**config.mk**
```make
export PLATFORM = sky130hd
export DESIGN_NAME = win_reader
export DESIGN_NICKNAME = d
export VERILOG_FILES = /design/src/rtl/win_reader.sv
export SDC_FILE = /design/constraint.sdc
export NUM_CORES = 1
export LEC_CHECK = 0
export CAP_MARGIN = 20
export CORE_ASPECT_RATIO = 0.9
export CORE_MARGIN = 2
export CORE_UTILIZATION = 45
export DETAILED_ROUTE_END_ITERATION = 6
export PLACE_DENSITY_LB_ADDON = 0.1
export SYNTH_ARGS = -nofsm -noshare
export SYNTH_HDL_FRONTEND = slang
export SYNTH_SLANG_ARGS = --single-unit
```
**constraint.sdc**
```tcl
create_clock -name clk_i -period 2.95 [get_ports clk_i]
set_input_delay 0.4425 -clock clk_i [delete_from_list [all_inputs] [get_ports clk_i]]
set_output_delay 0.4425 -clock clk_i [all_outputs]
set_load 0.1 [all_outputs]
```
**src/rtl/win_reader.sv**
```systemverilog
// win_reader: read-side client of the image memory.
// After a start pulse, walks every valid KxK window of an IMG_H x IMG_W image
// in raster order. For each window it issues K*K read addresses (one per
// cycle), captures the combinational read data into a window register, then
// offers the packed window downstream over a valid/ready handshake.
//
// Ports:
//   clk_i        clock, rising edge
//   rst_ni       asynchronous active-low reset
//   start_i      begin a full image scan (sampled only when idle)
//   busy_o       high whenever a scan is in progress
//   done_o       one-cycle pulse after the final window handshake
//   mem_raddr_o  read address to the image memory
//   mem_rdata_i  read data, combinational from mem_raddr_o
//   win_valid_o  window data valid
//   win_ready_i  downstream accepts the window
//   win_data_o   packed window, slot ky*K+kx at [slot*DW +: DW]
//   win_row_o    row of the window's top-left pixel
//   win_col_o    column of the window's top-left pixel
//   win_last_o   high with win_valid_o for the final window
module win_reader #(
    parameter int IMG_W = 16,
    parameter int IMG_H = 16,
    parameter int K     = 3,
    parameter int DW    = 8,
    parameter int AW    = 8
) (
    input  logic              clk_i,
    input  logic              rst_ni,
    input  logic              start_i,
    output logic              busy_o,
    output logic              done_o,
    output logic [AW-1:0]     mem_raddr_o,
    input  logic [DW-1:0]     mem_rdata_i,
    output logic              win_valid_o,
    input  logic              win_ready_i,
    output logic [K*K*DW-1:0] win_data_o,
    output logic [7:0]        win_row_o,
    output logic [7:0]        win_col_o,
    output logic              win_last_o
);

    localparam int KW = (K > 1) ? $clog2(K) : 1;
    localparam int SW = (K * K > 1) ? $clog2(K * K) : 1;

    typedef enum logic [1:0] {
        IDLE,
        FETCH,
        OUT
    } state_t;

    state_t             state, state_next;
    logic [7:0]         row, col;
    logic [KW-1:0]      ky, kx;
    logic [SW-1:0]      slot;
    logic [K*K*DW-1:0]  win_data;
    logic               done;
    logic               last_win;
    logic               load_start, step_fetch, advance, finish;

    assign last_win = (row == 8'(IMG_H - K)) && (col == 8'(IMG_W - K));

    always_ff @(posedge clk_i or negedge rst_ni) begin
        if (!rst_ni) state <= IDLE;
        else         state <= state_next;
    end

    always_comb begin
        state_next = state;
        load_start = 1'b0;
        step_fetch = 1'b0;
        advance    = 1'b0;
        finish     = 1'b0;
        case (state)
            IDLE: begin
                if (start_i) begin
                    state_next = FETCH;
                    load_start = 1'b1;
                end
            end
            FETCH: begin
                step_fetch = 1'b1;
                if (slot == SW'(K * K - 1)) state_next = OUT;
            end
            OUT: begin
                if (win_ready_i) begin
                    if (last_win) begin
                        state_next = IDLE;
                        finish     = 1'b1;
                    end else begin
                        state_next = FETCH;
                        advance    = 1'b1;
                    end
                end
            end
            default: state_next = IDLE;
        endcase
    end

    always_ff @(posedge clk_i or negedge rst_ni) begin
        if (!rst_ni) begin
            row      <= '0;
            col      <= '0;
            ky       <= '0;
            kx       <= '0;
            slot     <= '0;
            win_data <= '0;
            done     <= 1'b0;
        end else begin
            done <= finish;
            if (load_start) begin
                row  <= '0;
                col  <= '0;
                ky   <= '0;
                kx   <= '0;
                slot <= '0;
            end
            if (step_fetch) begin
                // Constant-index capture keeps the slot decode free of
                // variable part-selects.
                for (int unsigned s = 0; s < K * K; s++) begin
                    if (slot == SW'(s)) win_data[s*DW +: DW] <= mem_rdata_i;
                end
                // kx/ky/slot all wrap back to 0 on the final slot, so the
                // next window starts from a clean kernel position.
                slot <= (slot == SW'(K * K - 1)) ? '0 : slot + SW'(1);
                if (kx == KW'(K - 1)) begin
                    kx <= '0;
                    ky <= (ky == KW'(K - 1)) ? '0 : ky + KW'(1);
                end else begin
                    kx <= kx + KW'(1);
                end
            end
            if (advance) begin
                if (col == 8'(IMG_W - K)) begin
                    col <= '0;
                    row <= row + 8'd1;
                end else begin
                    col <= col + 8'd1;
                end
            end
        end
    end

    always_comb begin
        mem_raddr_o = '0;
        if (state == FETCH)
            mem_raddr_o = AW'((32'(row) + 32'(ky)) * 32'(IMG_W) + 32'(col) + 32'(kx));
    end

    assign busy_o      = (state != IDLE);
    assign done_o      = done;
    assign win_valid_o = (state == OUT);
    assign win_last_o  = (state == OUT) && last_win;
    assign win_data_o  = win_data;
    assign win_row_o   = row;
    assign win_col_o   = col;

endmodule

```
==> flow_metrics.env <==
export IMPL_post_synthesis_sequential_element_count=99
export IMPL_drt_drc_violations_left=0
export IMPL_worst_skew_pair_late_latency_ns=0.34
export IMPL_grt_overall_usage_pct=20.3
export IMPL_violations="setup timing"
export IMPL_ys_seq_area_share_pct=53.5
export IMPL_multi_input_area_um2=2160
export IMPL_worstSetupStartpointType="flop"
export IMPL_initial_core_util_pct=45.8
export IMPL_avg_synthesized_cell_area_um2=12.8
export IMPL_rr_worst_depth=6
export IMPL_unrepaired_setup_endpoints_after_global_routing="yes"
export IMPL_layout_area_overhead_vs_synth_pct=32.7
export IMPL_proportion_of_layout_cells_with_a_drive_suffix_above_1_pct=47.7
export IMPL_vias_in_the_first_global_route=3401
export IMPL_crit_path_end_kind="output pin"
export IMPL_synthesis_instances=362
export IMPL_tritoncts_num_buffers=9
export IMPL_final_fill_count=865
export IMPL_design_die_area_um2=11100
export IMPL_floorplan_rows=35
export IMPL_mostFrequentLayoutCell="buf_4"
export IMPL_number_of_levels_the_h_tree_was_split_into=3
export IMPL_grt_overflow_total=0
export IMPL_syn_area_um2=4630
export IMPL_type_of_the_worst_setup_path="reg2out"
export IMPL_finalHoldViolCount=0
export IMPL_clock_root_buffer="clkbuf_16"
export IMPL_pre_cts_slack_ns=0.105
export IMPL_max_capacitance_violation_count=0
export IMPL_routedWlPerCell_um=17.8
export IMPL_relSlewSlack_pct=49.3
export IMPL_detail_route_wirelength_um=10900
export IMPL_final_period_minus_worst_setup_slack_ns=3.04
export IMPL_status="finished with violations"
export IMPL_clk_pin_slew_worst_paths_ns=0.07
export IMPL_die_height_um=100
export IMPL_synth_edff_count=0
export IMPL_worst_r2r_startpoint="win_row_o[0]"
export IMPL_synthFlopType="dfrtp_1"
export IMPL_syn_num_nets=391
export IMPL_worst_setup_slack_final_ns=-0.0890
export IMPL_synth_warning_count=0
export IMPL_commonest_cells_after_routing_fill_and_taps_aside="100 x buf_4, 96 x dfrtp_1, 73 x mux2_2"
export IMPL_critical_path_peak_fanout=2
export IMPL_synth_cell_types=56
export IMPL_deepest_clock_path_buffer_count=2
export IMPL_report_final_slew_viol_count=0
export IMPL_final_area_um2=6150
export IMPL_postSynth_asyncResetShare_pct=100
export IMPL_drt_iter0_markers=147
export IMPL_io_pins=112
export IMPL_reg2reg_to="win_row_o[7]"
export IMPL_reg2reg_slack_ns=0.84
export IMPL_design_core_area_um2=10100
export IMPL_report_final_setup_viol=1
export IMPL_detailedRoute_firstPassIterationCount=4
export IMPL_arrival_time_at_the_worst_endpoint_ns=2.60
export IMPL_global_route_wire_length_before_repair_um=17800
export IMPL_ant_nets=0
export IMPL_cts_sinks=99
export IMPL_detailed_place_hpwl_um=7720
export IMPL_via_per_inst=5.42
export IMPL_grt_max_degree=51
export IMPL_layout_worst_path_cycle_share_pct=103
export IMPL_final_nets=508
export IMPL_num_antenna_cells=0
export IMPL_fmaxAchievable_ghz=0.329
export IMPL_globalplace_congestion=0.833
export IMPL_min_path_type="in2async"
export IMPL_tritoncts="yes"
export IMPL_worstPathRequired_ns=2.51
export IMPL_chipWidth_um=111
export IMPL_placement_io_buffers=111
export IMPL_regArea_um2=2480
export IMPL_fin_worst_skew_ns=0.00675
export IMPL_ctsHoldBuffers=0
export IMPL_postPlaceCellArea_um2=5770
export IMPL_number_of_antenna_violations_at_the_first_check_in_global_routing=0
export IMPL_vias=3320
export IMPL_worst_slew_pin_slew_ns=0.756
-- cell type report --
cell class,count,area share (%)
sequential,99,40.4
multi-input combinational,245,35.1
timing repair buffer,118,16.4
clock buffer,10,3.89
tap,129,2.62
clock inverter,6,1.16
inverter,6,0.366
-- layer usage --
layer  routed length, um  GRT usage (%)
met5                   0              0
met4                 123           5.48
met3                 790           7.00
met2                5480           34.7
met1                4530           24.9
-- worst max-delay path: stages, from the launching register on --
cell and delay [ns]:
dfrtp_4 0.49, ha_4 0.17, fa_2 0.35, xor2_2 0.16
ha_2 0.32, o21a_1 0.16, nor2_4 0.06, o22a_1 0.19
nor3_4 0.16, buf_12 0.20
-- cells by family (layout without fill, tap and decap cells) --
group           count (synthesis)  after routing  synth area share, %
buf+inv                        18            140                 2.11
fa+ha+maj                      17             17                 4.91
xor+xnor                       10             10                 1.89
flops                          99             99                 53.5
simple gates                   96             96                 12.3
mux                            74             74                 18.0
compound gates                 48             48                 7.32
-- synthesized netlist by cell type, drive strengths merged, types with 2 or more instances --
master,instances,area [um2]
o21a,2,15.0
o21ai,10,53.8
o22a,3,26.3
fa,2,40.0
nor2b,3,18.8
nor3,7,50.1
xor2,7,61.3
and2,4,25.0
ha,15,188
o211ai,2,15.0
nand4,3,18.8
or3,3,20.0
mux2,73,822
buf,9,63.8
and4,2,18.8
nand2,26,108
dfrtp,99,2480
nand3,9,50.1
nor4b,3,41.3
inv,6,22.5
o2bb2ai,3,26.3
a21oi,9,48.8
o31ai,5,37.5
a21o,5,37.5
nor4,5,31.3
and3,5,31.3
and3b,3,30.0
nor2,15,56.3
nor3b,3,33.8
clkbuf,3,11.3
a211o,2,17.5
xnor2,3,26.3
-- state kept, by name, summed over array words and instances, names as in the netlist --
register and cells:
win_col_o 8, done_o 1, win_data_o 72, state 2
ky 2, slot 4, kx 2, win_row_o 8
-- worst max path at each step --
stage / startpoint / to / slack, ns
floorplan: win_row_o[0] / mem_raddr_o[7] / -0.45
global placement: win_row_o[0] / mem_raddr_o[7] / 0.14
detailed placement: win_row_o[0] / mem_raddr_o[7] / 0.10
CTS: win_row_o[0] / mem_raddr_o[7] / -0.06
global route: win_row_o[0] / mem_raddr_o[7] / -0.19
finish: win_row_o[0] / mem_raddr_o[7] / -0.09
-- metrics by stage --
stage	std cells	utilization, %	hold WS, ns	TNS [ns]
after floorplan	362	-	0.147	-0.446
after global placement	596	57.0	0.490	0
after detailed placement	596	57.0	0.495	0
final	613	60.8	0.122	-0.0890
after CTS	613	60.7	0.165	-0.0573
after global routing	613	60.8	0.178	-0.191
-- timing repair --
item	CTS	global route
pin swaps	8	0
setup endpoints to repair	1	2
gates resized for setup	11	1
setup buffers	1	0
Power is left out: the tool's default activity adds up to more than one toggle a clock period on the data nets, which glitch-free logic cannot reach.
